`src/rtl/hdmi_capture.sv`:
```
// hdmi_capture: video-input receiver; measures line/frame geometry, locks, decimates into framebuffer writes.
// Define HDMI_CAPTURE_LOCK_EN to enable the SEARCH/MEASURE/LOCKED geometry lock machine.
module hdmi_capture #(
    parameter int WIDTH  = 640,
    parameter int HEIGHT = 480,
    parameter int XDIV   = 2,
    parameter int YDIV   = 2
) (
    input  logic        clock25,
    input  logic        reset,
    input  logic        vid_de,
    input  logic        vid_hs,
    input  logic        vid_vs,
    input  logic [23:0] vid_d,
    output logic        wr_en,
    output logic [11:0] wr_x,
    output logic [11:0] wr_y,
    output logic [23:0] wr_rgb,
    output logic        frame_start,
    output logic        locked,
    output logic [11:0] meas_width,
    output logic [11:0] meas_height,
    output logic        geometry_err
);
    localparam int          XSH      = $clog2(XDIV);
    localparam int          YSH      = $clog2(YDIV);
    localparam logic [11:0] LINE_PX  = 12'(WIDTH * XDIV);
    localparam logic [12:0] WIDTH_L  = 13'(WIDTH);
    localparam logic [12:0] HEIGHT_L = 13'(HEIGHT);
    localparam logic [2:0]  XSUB_MAX = 3'(XDIV - 1);
    localparam logic [2:0]  YSUB_MAX = 3'(YDIV - 1);
    localparam logic [11:0] CNT_MAX  = '1;
`ifdef HDMI_CAPTURE_LOCK_EN
    localparam logic [11:0] FRAME_LN = 12'(HEIGHT * YDIV);

    typedef enum logic [1:0] {SEARCH, MEASURE, LOCKED} state_e;
`else
    typedef enum logic [1:0] {SEARCH, LOCKED} state_e;
`endif

    state_e      state_q, state_d;
    logic        de1_q, de2_q, vs1_q, vs2_q;
    logic [23:0] d1_q;
    logic [11:0] pcnt_q, pcnt_d;
    logic [11:0] lcnt_q, lcnt_d;
    logic [2:0]  xsub_q, xsub_d;
    logic [2:0]  ysub_q, ysub_d;
    logic        lines_ok_q, lines_ok_d;
    logic [11:0] meas_w_q, meas_w_d;
    logic [11:0] meas_h_q, meas_h_d;
    logic        gerr_q, gerr_d;
    logic        wr_en_q, wr_en_d;
    logic [11:0] wr_x_q, wr_x_d;
    logic [11:0] wr_y_q, wr_y_d;
    logic [23:0] wr_rgb_q, wr_rgb_d;
    logic        fs_q, fs_d;

    logic        de_rise, de_fall, vs_rise;
    logic [11:0] pix_idx, pix_x, pix_y;
    logic [2:0]  pix_xsub;
    logic [11:0] lcnt_inc, lcnt_eff;
    logic        line_bad, ok_eff, keep;
    logic        unused_hs;

    assign unused_hs = vid_hs;

    // Counters hold "seen so far" values; the pixel in stage 1 uses index 0 on a DE rise.
    always_comb begin
        de_rise  = de1_q & ~de2_q;
        de_fall  = ~de1_q & de2_q;
        vs_rise  = vs1_q & ~vs2_q;
        pix_idx  = de_rise ? '0 : pcnt_q;
        pix_xsub = de_rise ? '0 : xsub_q;
        pix_x    = pix_idx >> XSH;
        pix_y    = lcnt_q >> YSH;
        lcnt_inc = (lcnt_q == CNT_MAX) ? lcnt_q : lcnt_q + 12'd1;
        line_bad = de_fall && (pcnt_q != LINE_PX);
        lcnt_eff = de_fall ? lcnt_inc : lcnt_q;
        ok_eff   = lines_ok_q & ~line_bad;

        pcnt_d     = pcnt_q;
        xsub_d     = xsub_q;
        lcnt_d     = lcnt_q;
        ysub_d     = ysub_q;
        lines_ok_d = lines_ok_q;
        meas_w_d   = meas_w_q;
        meas_h_d   = meas_h_q;

        if (de1_q) begin
            pcnt_d = (pix_idx == CNT_MAX) ? pix_idx : pix_idx + 12'd1;
            xsub_d = (pix_xsub == XSUB_MAX) ? '0 : pix_xsub + 3'd1;
        end
        if (de_fall) begin
            meas_w_d   = pcnt_q;
            lcnt_d     = lcnt_inc;
            ysub_d     = (ysub_q == YSUB_MAX) ? '0 : ysub_q + 3'd1;
            lines_ok_d = ok_eff;
        end
        // A line ending in the same cycle is already folded into lcnt_eff/ok_eff.
        if (vs_rise) begin
            meas_h_d   = lcnt_eff;
            lcnt_d     = '0;
            ysub_d     = '0;
            xsub_d     = '0;
            lines_ok_d = 1'b1;
        end
    end

    always_comb begin
        keep = (state_q == LOCKED) && de1_q && (pix_xsub == '0) && (ysub_q == '0)
               && ({1'b0, pix_x} < WIDTH_L) && ({1'b0, pix_y} < HEIGHT_L);
        wr_en_d  = keep;
        fs_d     = keep && (pix_x == '0) && (pix_y == '0);
        wr_x_d   = keep ? pix_x : wr_x_q;
        wr_y_d   = keep ? pix_y : wr_y_q;
        wr_rgb_d = keep ? d1_q  : wr_rgb_q;
    end

    always_comb begin
        state_d = state_q;
        gerr_d  = 1'b0;
`ifdef HDMI_CAPTURE_LOCK_EN
        case (state_q)
            SEARCH:  if (vs_rise) state_d = MEASURE;
            MEASURE: if (vs_rise && (lcnt_eff == FRAME_LN) && ok_eff) state_d = LOCKED;
            LOCKED: begin
                if (line_bad || (vs_rise && (lcnt_eff != FRAME_LN))) begin
                    state_d = MEASURE;
                    gerr_d  = 1'b1;
                end
            end
            default: state_d = SEARCH;
        endcase
`else
        if ((state_q == SEARCH) && vs_rise) state_d = LOCKED;
`endif
    end

    always_ff @(posedge clock25 or posedge reset) begin
        if (reset) begin
            state_q    <= SEARCH;
            de1_q      <= 1'b0;
            de2_q      <= 1'b0;
            vs1_q      <= 1'b0;
            vs2_q      <= 1'b0;
            d1_q       <= '0;
            pcnt_q     <= '0;
            lcnt_q     <= '0;
            xsub_q     <= '0;
            ysub_q     <= '0;
            lines_ok_q <= 1'b0;
            meas_w_q   <= '0;
            meas_h_q   <= '0;
            gerr_q     <= 1'b0;
            wr_en_q    <= 1'b0;
            wr_x_q     <= '0;
            wr_y_q     <= '0;
            wr_rgb_q   <= '0;
            fs_q       <= 1'b0;
        end else begin
            state_q    <= state_d;
            de1_q      <= vid_de;
            de2_q      <= de1_q;
            vs1_q      <= vid_vs;
            vs2_q      <= vs1_q;
            d1_q       <= vid_d;
            pcnt_q     <= pcnt_d;
            lcnt_q     <= lcnt_d;
            xsub_q     <= xsub_d;
            ysub_q     <= ysub_d;
            lines_ok_q <= lines_ok_d;
            meas_w_q   <= meas_w_d;
            meas_h_q   <= meas_h_d;
            gerr_q     <= gerr_d;
            wr_en_q    <= wr_en_d;
            wr_x_q     <= wr_x_d;
            wr_y_q     <= wr_y_d;
            wr_rgb_q   <= wr_rgb_d;
            fs_q       <= fs_d;
        end
    end

    assign wr_en        = wr_en_q;
    assign wr_x         = wr_x_q;
    assign wr_y         = wr_y_q;
    assign wr_rgb       = wr_rgb_q;
    assign frame_start  = fs_q;
    assign locked       = (state_q == LOCKED);
    assign meas_width   = meas_w_q;
    assign meas_height  = meas_h_q;
    assign geometry_err = gerr_q;
endmodule

```
`config.mk`:
```
export PLATFORM = sky130hd
export DESIGN_NAME = hdmi_capture
export DESIGN_NICKNAME = d
export VERILOG_FILES = /design/src/rtl/hdmi_capture.sv
export SDC_FILE = /design/constraint.sdc
export NUM_CORES = 1
export LEC_CHECK = 0
export CORE_MARGIN = 2
export CORE_UTILIZATION = 60
export DETAILED_ROUTE_END_ITERATION = 7
export DONT_BUFFER_PORTS = 1
export GPL_TIMING_DRIVEN = 1
export PLACE_DENSITY_LB_ADDON = 0.12
export SYNTH_ARGS = -nofsm -noshare
export SYNTH_HDL_FRONTEND = slang
export SYNTH_SLANG_ARGS = --single-unit
```
`constraint.sdc`:
```
create_clock -name clock25 -period 8.6 [get_ports clock25]
set_input_delay 0.86 -clock clock25 [delete_from_list [all_inputs] [get_ports clock25]]
set_output_delay 0.86 -clock clock25 [all_outputs]
set_load 0.01 [all_outputs]
```
After elaboration in Yosys (flattened, before gate mapping)
Index checks and enable logic that the tools add are counted. W data, S select, Z words.

Register bits: 131. Input port bits: 29.

Add/sub/neg operators: 4. $lt $le $gt $ge: 2. Eq/ne operators: 4. Multiplexer cells: 12. Bitwise logic cells: 6. Reduce and logical (&&, ||, !) cells: 15.

Operator list (count): $mux W12 (5); $add A12 B1 Y12 const B (2); $eq A12 B12 Y1 const B (2); $logic_not A12 Y1 (2); $mux W3 (7); $lt A11 B10 Y1 const B (1); $lt A11 B9 Y1 const B (1); $logic_and A1 B1 Y1 (8); $add A3 B1 Y3 const B (2); $eq A3 B1 Y1 const B (2); $logic_not A3 Y1 (2); $reduce_bool A2 Y1 (2); $and A1 B1 Y1 (3); $not A1 Y1 (3); $logic_not A2 Y1 (1).

Logic depth before layout (Yosys ltp)
Depth after elaboration: 10. Gate-level depth with buffers: 11. Gate-level depth less buffers: 7.

Worst setup path before layout
OpenSTA, ideal clock, no wires.

Kind: register -> register. Start: reg de1_q. End: reg pcnt_q[1]. Library setup time: 0.125 ns. Arrival: 2.068 ns. Required time: 8.475 ns. Setup slack: 6.407 ns. Stages on the path, launching flop included: 8. Buffers on the path: 1. Clock period less this slack: 2.193 ns. Cells stage by stage: dfrtp_1 > nand2b_1 > clkbuf_1 > and2_1 > ha_1 > nand4_1 > o21ai_1 > mux2_2.

Word-level cells in the longest chain between the ends: 4.

Ends and longest elaborated chain: from (decl) (line 42) `logic de1_q, de2_q, vs1_q, vs2_q;`; from (signal assigned) (line 162) `de1_q <= vid_de;`; $and A1 B1 Y1 (line 69) `de_rise = de1_q & ~de2_q;`; $mux W12 (line 72) `pix_idx = de_rise ? '0 : pcnt_q;`; $add A12 B1 Y12 or $eq A12 B12 Y1 (tied branches) (line 90) `pcnt_d = (pix_idx == CNT_MAX) ? pix_idx : pix_idx + 12'd1;`; $mux W12 (line 90); to (signal assigned) (line 167) `pcnt_q <= pcnt_d;`; to (decl) (line 44) `logic [11:0] pcnt_q, pcnt_d;`.

Parallel ways exist; a longest one is shown, timed or not. A chain may end at the register's enable or synchronous reset.

Final worst setup path
Start: reg de1_q. End: reg wr_x_q[0], in the netlist wr_x[0].

Word-level cells in the longest chain between the ends: 7.

Ends and longest elaborated chain: branches (longest 7 deep; another with $lt A11 B10 Y1); to (signal assigned) (line 176) `wr_x_q <= wr_x_d;`; to (decl) (line 53) `logic [11:0] wr_x_q, wr_x_d;`.

Parallel ways; which one is timed is not known.

==> results.rst <==
.. list-table::
   :header-rows: 1

   * - Metric
     - Value
   * - Status
     - finished clean
   * - Floorplan die width
     - 96.5 microns
   * - Max Clock Freq
     - 304 MHz
   * - Commonest cells in the netlist
     - nand2_1 (165), dfrtp_1 (131), nor2_1 (41), a21oi_1 (21), clkbuf_1 (15)
   * - Max-cap check violation count
     - 0
   * - Portion of total power attributed to combinational logic
     - 8.1%
   * - Logic depth of the worst register-to-register path
     - 5
   * - Area share of the largest cell type after synthesis
     - 63.8%
   * - Chip height
     - 96.5 microns
   * - Post-layout net count
     - 527
   * - Insertion delay of the later-clocked pin in the worst-skew pair
     - 0.52 ns
   * - Worst Setup Path Type
     - reg2reg
   * - Total number of vias
     - 3358
   * - Via count of the first global-routing pass
     - 3241
   * - Fraction of registers with async set/reset
     - 100%
   * - Non-Filler Cell Area, Final
     - 0.00576 sq mm
   * - Endpoint class of the critical path
     - flip-flop
   * - Drt wl/cell
     - 16.1 microns
   * - Number of optimization iterations in the first detailed-route pass
     - 4
   * - Number of storage elements in the synthesis netlist
     - 131
   * - Total cell area at the placement stage
     - 0.00513 sq mm
   * - Most frequently used flop master after synthesis
     - dfrtp_1
   * - Relative slew slack
     - 38.5%
   * - Area used by multi-input combinational logic
     - 0.00167 sq mm
   * - Smallest hold slack
     - 0.308 ns
   * - CP max-delay cell
     - or3_2
   * - Post-Synthesis Mean Instance Area
     - 10.2 sq um
   * - Time the final worst path needs with I/O delays and setup
     - 3.29 ns
   * - Hold/Removal Path Class
     - in2async
   * - Number of nets still failing antenna checks after routing
     - 0
   * - CP Launch Type
     - flip-flop
   * - Total negative setup slack
     - 0 ns
   * - Most frequent cell after synthesis
     - nand2_1
   * - Number of unique standard cell types used by synthesis
     - 44
   * - Register Area
     - 0.00328 sq mm
   * - Worst-case clock buffer depth
     - 2
   * - Share of the clock period used by the worst path
     - 38.3%
   * - Power per Cell Area
     - 290 mW/mm^2
   * - Met2 routed wirelength
     - 4790 microns
   * - Antenna violations before repair
     - 0
   * - Mapped cell area
     - 0.00513 sq mm
   * - Cell at the root of the clock tree
     - clkbuf_8
   * - Final hold violation count
     - 0
   * - Critical register-to-register path startpoint
     - de1_q
   * - Critical Path RT
     - 9.01 ns
   * - Core box area
     - 0.00826 sq mm
   * - Final GP Congestion
     - 0.905
   * - Gate count of the mapped netlist
     - 503
   * - Portion of the post-synthesis area used by sequential elements
     - 63.8%
   * - Fraction of final layout cells sized beyond drive strength 1
     - 9.23%
   * - Vias per std cell
     - 5.46
   * - Count of warnings emitted by yosys
     - 0
   * - Worst Max-Slew Pin Slew
     - 0.922 ns
   * - Total routing resource utilization after global routing
     - 22.6%
   * - DP Wirelength
     - 6240 microns
   * - Cell leakage power
     - 2.82 nW
   * - Count of pins on the block boundary
     - 105
   * - Die Area
     - 0.00931 sq mm
   * - Register-to-register setup slack
     - 5.31 ns
   * - Starting utilization of the core area
     - 62.2%
   * - Share of total power in sequential cells
     - 47.2%
   * - Portion of total power attributed to the clock network
     - 44.7%
   * - Count of flip-flops with a built-in enable after synthesis
     - 0
   * - Reg-to-reg critical path endpoint
     - wr_x[0]
   * - Global-route wire length before repair
     - 15700 microns
   * - CTS HTree Levels
     - 4
   * - Post-detailed-route DRC marker count
     - 0
   * - Number of buffer cells added on primary ports
     - 0
   * - Leading post-synthesis cells by cell area
     - dfrtp_1 (64%), nand2_1 (12%), nor2_1 (3.0%), a21oi_1 (2.0%), xnor2_1 (1.7%)
   * - CP bufs+invs
     - 1
   * - Critical path's top delay family
     - simple AND/OR/NAND/NOR gates
   * - Total number of placement rows
     - 33
   * - Largest net degree at the start of global routing
     - 75
   * - Total grt overflow
     - 0
   * - Final Setup Violations
     - 0
   * - Maximum resistive drop on vdd
     - 0.190 mV
   * - Worst EP arrival
     - 3.70 ns
   * - Internal cell power
     - 1.20 mW
   * - Area growth from synthesis to final layout
     - 12.1%
   * - DRC violation total after the first TritonRoute iteration
     - 163
   * - Design Power
     - 1.67 mW
   * - Resized cells post-CTS
     - 0
   * - Max Used Layer
     - met4
   * - Clock skew
     - 0.00838 ns
   * - Filler cell count in the final layout
     - 589
   * - Delay of the slowest cell on the worst path
     - 0.89 ns
   * - # Post-CTS Setup Buffers
     - 0
   * - Net Switching
     - 464 uW
   * - Clock input transition at the sequential cells of the worst setup and hold paths
     - 0.06 ns
   * - Met3 wire length
     - 596 microns
   * - Setup repair after global routing missed its margin
     - no
   * - Number of hold buffers added after CTS
     - 0
   * - Routed metal-1 wire length
     - 4340 microns
   * - Fin. max-slew vios
     - 0
   * - Number of buffers created by CTS
     - 17
   * - Critical Path, Cell by Cell
     - nand2b_1 > a211o_1 > or3_2 > clkinv_4 > mux2_2
   * - Sum of routed wire length over all layers
     - 9900 microns
   * - Cell type contributing the most total cell area after synthesis
     - dfrtp_1
   * - Critical path peak fanout
     - 52
   * - Total number of clock tree sinks
     - 131
   * - CTS tree
     - yes
   * - Switching portion of total power
     - 27.8%
-- power by group through the flow --
stage	clock (mW)	combinational (mW)	sequential, mW
after floorplan	0	0.120	0.777
after global placement	0	0.130	0.797
after detailed placement	0	0.135	0.799
after CTS	0.758	0.137	0.789
after global routing	0.788	0.158	0.801
final	0.745	0.134	0.788
-- cell families after synthesis --
group                    Yosys count  share of synthesized area, %
AND/OR/NAND/NOR                  265                          22.9
other                              1                        0.0730
adder cells (fa/ha/maj)            2                         0.487
multiplexers                       5                          1.02
AO/OA/AOI/OAI                     45                          4.90
XOR/XNOR                          17                          2.90
flip-flops                       131                          63.8
buffers and inverters             37                          3.85
-- worst reg2reg max path, stage by stage (launching register included) --
cell and delay (ns):
dfrtp_1 0.68, nand2b_1 0.42, a211o_1 0.41, or3_2 0.89, clkinv_4 0.40, mux2_2 0.37
-- through the flow --
stage	instances	util (%)	worst slack (ns)
after global placement	582	62.2	5.29
after detailed placement	582	62.2	5.26
after CTS	614	69.7	5.25
after floorplan	505	-	4.24
final	615	69.7	5.31
after global routing	614	69.7	5.06
-- registers in the layout (all words and copies together) (netlist names) --
signal / cells
d1_q: 24
vs2_q: 1
wr_en: 1
ysub_q: 3
wr_x: 11
de2_q: 1
wr_rgb: 24
wr_y: 11
frame_start: 1
pcnt_q: 12
lcnt_q: 12
vs1_q: 1
xsub_q: 3
meas_height: 12
de1_q: 1
state_q: 1
meas_width: 12
-- routing by layer --
layer	track usage [%]	up-vias
li1	-	1624
met2	35.0	99
met5	0	-
met3	7.29	14
met4	10.6	0
met1	29.1	1621
-- how the worst max path moves through the flow --
| stage | start | end | slack [ns] | depth (start not counted) |
|---|---|---|---|---|
| 2_1_floorplan | reset | d1_q[0] | 4.24 | 1 |
| 3_3_place_gp | de1_q | wr_x[0] | 5.29 | 5 |
| 3_5_place_dp | de1_q | wr_x[0] | 5.26 | 5 |
| 4_1_cts | de1_q | wr_x[0] | 5.25 | 5 |
| 5_1_grt | de1_q | wr_x[0] | 5.06 | 5 |
| 6_report | de1_q | wr_x[0] | 5.31 | 5 |
-- final cells by class --
type,count,area share [%]
Timing Repair Buffer,3,0.391
Clock buffer,18,7.43
Antenna cell,1,0.0435
Tap cell,105,2.28
Inverter,6,0.522
Clock inverter,14,3.35
Sequential cell,131,57.0
Multi-Input combinational cell,337,29.0
-- cells in the final DEF, fill, tap and decap left out, types with 3 or more instances in the layout --
cell / n
a21oi_1: 21
and2_1: 6
and3_1: 3
and4_1: 3
buf_4: 3
bufinv_16: 3
clkbuf_16: 16
clkinv_4: 4
conb_1: 3
dfrtp_1: 131
inv_1: 4
inv_6: 4
inv_8: 3
mux2i_1: 3
nand2_1: 165
nand2b_1: 3
nand3_1: 12
nand4_1: 4
nor2_1: 41
nor3_1: 6
nor4_1: 6
o2111ai_1: 3
o21ai_0: 14
xnor2_1: 10
xor2_1: 7
Note: power is estimated with default switching activity, not from simulation.
